<file path="config.mk">
export PLATFORM = sky130hd
export DESIGN_NAME = mxv_sequencer
export DESIGN_NICKNAME = d
export VERILOG_FILES = /design/src/rtl/mxv_sequencer.sv
export SDC_FILE = /design/constraint.sdc
export NUM_CORES = 1
export LEC_CHECK = 0
export BUFFER_PORTS_ARGS = -buffer_cell sky130_fd_sc_hd__buf_4
export CORE_ASPECT_RATIO = 1.25
export CORE_MARGIN = 5
export CORE_UTILIZATION = 49
export DETAILED_ROUTE_END_ITERATION = 6
export PLACE_DENSITY_LB_ADDON = 0.05
export SLEW_MARGIN = 20
export SYNTH_ARGS = -nofsm -noshare
export SYNTH_HDL_FRONTEND = slang
export SYNTH_SLANG_ARGS = --single-unit
</file>
<file path="constraint.sdc">
create_clock -name clk -period 2.5 [get_ports clk]
set_clock_uncertainty 0.2 [all_clocks]
set_input_delay 0.375 -clock clk [delete_from_list [all_inputs] [get_ports clk]]
set_output_delay 0.375 -clock clk [all_outputs]
set_load 0.01 [all_outputs]
</file>
<file path="src/rtl/mxv_sequencer.sv">
// rtl/mxv_sequencer.sv - matrix-vector pass sequencer: clear, column feed, result push (optional stall counter: MXV_SEQ_STALL_CNT_EN)
module mxv_sequencer #(
    parameter int MAX_N = 8
) (
    input  logic        clk,
    input  logic        reset,
    input  logic        start,
    input  logic [3:0]  n_size,
    input  logic        fifo_a_empty,
    input  logic        result_full,
    output logic        rst_processor,
    output logic        pop_a_v,
    output logic        push_result,
    output logic [3:0]  processor_number,
    output logic        busy,
    output logic        done,
    output logic [15:0] stall_cnt
);

    typedef enum logic [2:0] {
        S_IDLE,
        S_CLEAR,
        S_FEED,
        S_PUSH,
        S_DONE
    } state_t;

    localparam logic [4:0] MAX_N_L = 5'(MAX_N);

    state_t     state_q, state_d;
    logic [3:0] n_q, n_d;
    logic [3:0] col_q, col_d;
    logic [3:0] proc_q, proc_d;
    logic       accept;

    // A start is only taken from IDLE and only for a dimension the array can hold.
    assign accept = (state_q == S_IDLE) && start && (n_size != 4'd0)
                    && ({1'b0, n_size} <= MAX_N_L);

    // State, latched dimension and the column/processor counters.
    always_ff @(posedge clk) begin
        if (reset) begin
            state_q <= S_IDLE;
            n_q     <= 4'd0;
            col_q   <= 4'd0;
            proc_q  <= 4'd0;
        end else begin
            state_q <= state_d;
            n_q     <= n_d;
            col_q   <= col_d;
            proc_q  <= proc_d;
        end
    end

    // Next-state and Moore/Mealy outputs; pops and pushes follow FIFO flow control directly.
    always_comb begin
        state_d          = state_q;
        n_d              = n_q;
        col_d            = col_q;
        proc_d           = proc_q;
        rst_processor    = 1'b0;
        pop_a_v          = 1'b0;
        push_result      = 1'b0;
        processor_number = 4'd0;
        busy             = 1'b0;
        done             = 1'b0;
        case (state_q)
            S_IDLE: begin
                if (accept) begin
                    n_d     = n_size;
                    state_d = S_CLEAR;
                end
            end
            S_CLEAR: begin
                busy          = 1'b1;
                rst_processor = 1'b1;
                col_d         = 4'd0;
                state_d       = S_FEED;
            end
            S_FEED: begin
                busy    = 1'b1;
                pop_a_v = !fifo_a_empty;
                if (pop_a_v) begin
                    col_d = col_q + 4'd1;
                    if (col_q == n_q - 4'd1) begin
                        proc_d  = 4'd0;
                        state_d = S_PUSH;
                    end
                end
            end
            S_PUSH: begin
                busy             = 1'b1;
                push_result      = !result_full;
                processor_number = proc_q;
                if (push_result) begin
                    proc_d = proc_q + 4'd1;
                    if (proc_q == n_q - 4'd1) begin
                        state_d = S_DONE;
                    end
                end
            end
            S_DONE: begin
                done    = 1'b1;
                state_d = S_IDLE;
            end
            default: begin
                state_d = S_IDLE;
            end
        endcase
    end

`ifdef MXV_SEQ_STALL_CNT_EN
    logic [15:0] stall_q, stall_d;

    // Saturating count of cycles lost to an empty source or a full sink.
    always_comb begin
        stall_d = stall_q;
        if (accept) begin
            stall_d = 16'd0;
        end else if (((state_q == S_FEED) && fifo_a_empty)
                     || ((state_q == S_PUSH) && result_full)) begin
            if (stall_q != 16'hFFFF) begin
                stall_d = stall_q + 16'd1;
            end
        end
    end

    // Stall counter register.
    always_ff @(posedge clk) begin
        if (reset) begin
            stall_q <= 16'd0;
        end else begin
            stall_q <= stall_d;
        end
    end

    assign stall_cnt = stall_q;
`else
    assign stall_cnt = 16'd0;
`endif

endmodule
</file>
==> flow_summary.json, run 1 <==
{
  "status": "complete, no violations",
  "dpl_worst_slack_ns": 0.5038,
  "synth_area_leader_cell": "dfxtp_1",
  "synth_ff_type": "dfxtp_1",
  "postRouteAntennaNets": 0,
  "ir_drop_mv": 0.3757,
  "cts_resized": 0,
  "layout.nets": 155,
  "period_minus_slack_ns": 2.196,
  "grt_pass1_wl_um": 3650,
  "numPortBuffers": 17,
  "critPathCaptureType": "output port",
  "drt_iter0_drc": 33,
  "cts_hold_buf": 0,
  "die-width_um": 51.33,
  "async_reset_ff_frac": 0,
  "finalCritPeriodShare": 0.8784,
  "grt_overflow": 0,
  "crit_chain": "or2_2 > nor3_1 > buf_4",
  "cp.required_ns": 1.92,
  "synth.area.top_cells": "dfxtp_1, buf_4, xnor2_1",
  "met3_usage": 0.04116,
  "cts-root-buf": "clkbuf_4",
  "hp-class": "in -> reg",
  "place_area_sq_um": 1122,
  "ys_top_cells_by_count": "buf_4, dfxtp_1, nor2_1",
  "yosysSeqAreaShare": 0.2871,
  "setup_ws_ns": 0.3041,
  "first_pass_iters": 4,
  "slowest_stage": "dfxtp_1",
  "clock_path_buffers": 2,
  "gr-usage-all-layers": 0.1557,
  "arrival_ns": 1.62,
  "power_mw": 0.7877,
  "die_area_sq_um": 3164,
  "clock_sink_count": 15,
  "maxCapViolCount": 0,
  "die_y_um": 61.66,
  "post_drt_wl_per_cell_um": 13.41,
  "netlist_area_sq_um": 1046,
  "holdWs_ns": 0.1251,
  "drt-total-wl_um": 2172,
  "setup_viol": 0,
  "cts_tree": "built",
  "cts-htree-levels": 1,
  "num_antenna_cells": 0,
  "cts.clk_slew.worst_paths_ns": 0.09,
  "synth_top_area_frac": 0.2871,
  "numCtsBuffers": 3,
  "fin_area_sq_um": 1150,
  "hold_violations": 0,
  "vias": 867,
  "yosysWarnings": 0,
  "worstSetupPathType": "reg -> out",
  "synth.most_common_cell": "buf_4",
  "drive_gt1_frac": 0.1831,
  "cts_setup_buffers": 0,
  "synth_edf_count": 0,
  "p_leak_nw": 0.5383,
  "tns_ns": 0,
  "coreArea_sq_um": 2004,
  "maxSlewViolCount": 0,
  "syn_avg_cell_area_sq_um": 8.302,
  "grt_use_met1": 0.1730,
  "synthCells": 126,
  "fmax_mhz": 455.4,
  "cp-start-kind": "flop",
  "start_util": 0.5218,
  "grt_max_degree": 19,
  "viasPerCell": 5.352,
  "area_growth_pct": 9.928,
  "grt_pass1_vias": 808,
  "cellPowerDensity_nw_per_um2": 685.0,
  "ys_ff_latch": 15,
  "dpl.hpwl_um": 1776,
  "worstPathMaxFanout": 15,
  "antenna_found_initial": 0,
  "pin_count": 34,
  "rows": 18,
  "rsz0062_at_grt": "no",
  "worst_path_largest_cell_delay_ns": 0.46,
  "insertion_delay_ns": 0.29,
  "drcViolationCount": 0,
  "top_usage_layer": "met2",
  "grt.met2_usage": 0.2781,
  "place_congestion": 0.7919,
  "ys_types": 36
}
[worst max-delay path: cells and delay by family (launching register included)]
kind | cells | cell delay, ns
simple gates | 2 | 0.68
buf+inv | 1 | 0.19
flops | 1 | 0.46
[registers in the layout (all words and copies together) (netlist names)]
name / flops
col_q: 4
n_q: 4
proc_q: 4
state_q: 3
[path summary, 6_finish.rpt]
path	startpoint	end	slack, ns	cells past startpoint
max	state_q[0]	pop_a_v	0.30	3
min	n_size[2]	n_q[2]	0.13	3
max reg2reg	n_q[0]	proc_q[0]	0.49	7
min reg2reg	n_q[1]	n_q[1]	0.35	2
[cell type report]
type,instances,area (sq um)
Multi-Input combinational cell,100,643.1
Clock buffer,3,22.52
Fill cell,207,854.6
Timing Repair Buffer,18,135.1
Clock inverter,1,5.005
Sequential cell,15,300.3
Tap cell,20,25.02
Inverter,5,18.77
[cell families (layout without fill, tap and decap cells)]
logic type,after synthesis,in the layout,synth area share
DFF,15,15,0.2871
adders and majority gates,3,3,0.03589
xor gates and xnor gates,12,12,0.1005
and+or+nand+nor,46,46,0.2249
buffers and inverters,26,27,0.1519
AOI/OAI and AO/OA,17,17,0.1388
muxes,6,6,0.05742
other,1,16,0.003585
[routing by layer]
layer	vias to the layer above	wire length (um)
met3	6	124
met5	-	0
met2	22	1126
met1	403	886
li1	436	-
met4	0	34
[per-stage QoR]
| step | utilization | std cells |
|---|---|---|
| 3_3_place_gp | 0.5599 | 158 |
| 2_1_floorplan | - | 141 |
| 6_report | 0.5737 | 162 |
| 4_1_cts | 0.5737 | 162 |
| 5_1_grt | 0.5737 | 162 |
| 3_5_place_dp | 0.5599 | 158 |
[report_power, final]
| part | total, mW | switching, mW | internal [mW] |
|---|---|---|---|
| Clock | 0.143 | 0.0833 | 0.0595 |
| Combinational | 0.325 | 0.176 | 0.149 |
| Sequential | 0.320 | 0.0548 | 0.265 |
[cell usage in the layout (no fill, tap or decap), drive strengths merged, types with 2 or more instances in the layout]
cell    instances
nand2           3
ha              3
conb           16
nor2b           2
o21ai           2
a211oi          2
a32oi           2
inv             5
nor3           10
clkbuf          3
buf            18
a21oi           2
xor2            4
dfxtp          15
nand3           2
xnor2           8
nand2b          3
and3            4
nand4           4
nor2           14
mux2i           6
Note: power is estimated with default switching activity, not from simulation.
==> run 2, diff against run 1 <==
--- a/constraint.sdc
+++ b/constraint.sdc
@@ -4,2 +4,2 @@
 set_output_delay 0.375 -clock clk [all_outputs]
-set_load 0.01 [all_outputs]
+set_load 0.1 [all_outputs]
==> run 2 against run 1 <==
Register-to-register slack barely moved. Fmax rose by 0.23%. Sequential power barely moved. Non-clock buffer count did not move. Die area did not move. Flip-flop and latch count did not move. Worst setup slack improved by 0.0050 ns. Hold slack improved by 0.016 ns. Largest cell class unchanged. Largest power group unchanged.
==> flow_summary.json, run 2 (same netlist as run 1, synthesis figures left out) <==
{
  "grt_overflow": 0,
  "num_antenna_cells": 0,
  "vias": 878,
  "start_util": 0.5218,
  "cts_hold_buf": 0,
  "worst_r2r_endpoint": "proc_q[0]",
  "r2r_slack_ns": 0.50,
  "cp.required_ns": 1.92,
  "dpl.hpwl_um": 1763,
  "hold_violations": 0,
  "numCtsBuffers": 3,
  "holdPathStages": 3,
  "grt_max_degree": 19,
  "rows": 18,
  "cts_tree": "built",
  "status": "complete, no violations",
  "finalCritPeriodShare": 0.8764,
  "setup_ws_ns": 0.3091,
  "cellPowerDensity_nw_per_um2": 902.9,
  "die_y_um": 61.66,
  "final_cells": 162,
  "place_congestion": 0.7845,
  "cts-root-buf": "clkbuf_4",
  "fmax_mhz": 456.4,
  "p_seq_frac": 0.303,
  "drive_gt1_frac": 0.2042,
  "layout.nets": 155,
  "tns_ns": 0,
  "fillers": 191,
  "critPathCaptureType": "output port",
  "first_pass_iters": 4,
  "drt_iter0_drc": 9,
  "ir_drop_mv": 0.5517,
  "p_sw_mw": 0.5771,
  "postRouteAntennaNets": 0,
  "cts_resized": 0,
  "dpl_worst_slack_ns": 0.4924,
  "placed_cells": 158,
  "cts.clk_slew.worst_paths_ns": 0.09,
  "final_common_cell": "buf_4",
  "cp-start-kind": "flop",
  "cts-htree-levels": 1,
  "insertion_delay_ns": 0.28,
  "worstSetupPathType": "reg -> out",
  "area_growth_pct": 12.44,
  "min_from": "n_size[3]",
  "hold_path_end": "n_q[3]",
  "die_area_sq_um": 3164,
  "arrival_ns": 1.62,
  "setup_viol": 0,
  "final_cell_mix": "buf_4, conb_1, dfxtp_1, nor2_1",
  "clock_sink_count": 15,
  "grt_pass1_wl_um": 3629,
  "switching_share": 0.5434,
  "comb_power_share": 0.567,
  "viasPerCell": 5.420,
  "largestRegisters": "col_q x4, n_q x4, proc_q x4",
  "clock_path_buffers": 2,
  "rsz0062_at_grt": "no",
  "gr-usage-all-layers": 0.1545,
  "cts_setup_buffers": 0,
  "reg2regPathDepth": 7,
  "numPortBuffers": 17,
  "antenna_found_initial": 0,
  "die-width_um": 51.33,
  "worstPathMaxFanout": 15,
  "maxCapViolCount": 0,
  "post_drt_wl_per_cell_um": 13.35,
  "drcViolationCount": 0,
  "drt-total-wl_um": 2163,
  "power_frac_clock": 0.130,
  "pin_count": 34,
  "maxSlewViolCount": 0,
  "coreArea_sq_um": 2004,
  "period_minus_slack_ns": 2.191,
  "r2r-start": "n_q[0]",
  "grt_pass1_vias": 847,
  "hp-class": "in -> reg",
  "internal_power_mw": 0.4849,
  "p_leak_nw": 0.5365,
  "holdWs_ns": 0.1413
}
==> run 2: cell types whose count changed in the layout (fill, tap and decap cells not counted), sizes merged <==
cell    delta
clkbuf     +1
clkinv     -1
==> run 2: final cells by class <==
cell class	count	area, sq um	area share
tap	20	25.02	0.02128
timing repair buffer	18	135.1	0.1149
multi-input combinational	100	670.6	0.5702
sequential	15	300.3	0.2553
inverter	5	18.77	0.01596
clock buffer	4	26.28	0.02234
==> run 2: power by group through the flow <==
stage	sequential, mW	clock (mW)	combinational, mW
2_1_floorplan	0.304	0	0.547
3_3_place_gp	0.325	0	0.602
3_5_place_dp	0.328	0	0.605
4_1_cts	0.322	0.146	0.607
5_1_grt	0.330	0.157	0.640
6_report	0.322	0.138	0.602
==> run 2: how the worst max path moves through the flow <==
| stage | startpoint | endpoint | slack (ns) | depth (start not counted) |
|---|---|---|---|---|
| finish | state_q[0] | pop_a_v | 0.31 | 3 |
| global route | state_q[0] | rst_processor | 0.21 | 3 |
| CTS | state_q[0] | pop_a_v | 0.29 | 3 |
| detailed placement | n_q[0] | proc_q[0] | 0.49 | 7 |
| global placement | n_q[0] | proc_q[0] | 0.56 | 7 |
| floorplan | state_q[2] | proc_q[2] | 0.07 | 7 |
==> run 2: critical path, stage by stage, from the launching register on <==
cell	delay (ns)
dfxtp_1	0.45
or2_2	0.40
nor3_4	0.16
buf_4	0.32
==> run 2: through the flow <==
stage                     total power [mW]  area [sq um]  utilization
after floorplan                     0.8505          1130            -
after global placement              0.9263          1150       0.5737
after detailed placement            0.9329          1150       0.5737
after CTS                            1.074          1176       0.5868
after global routing                 1.127          1176       0.5868
final                                1.062          1176       0.5868
==> run 2: layer usage <==
layer  global-route usage  wire, um  part of all wire
met4              0.05618        22             0.010
met3              0.02906       134             0.062
met2               0.2873      1086              0.50
met1               0.1770       919              0.42
met5                    0         0                 0
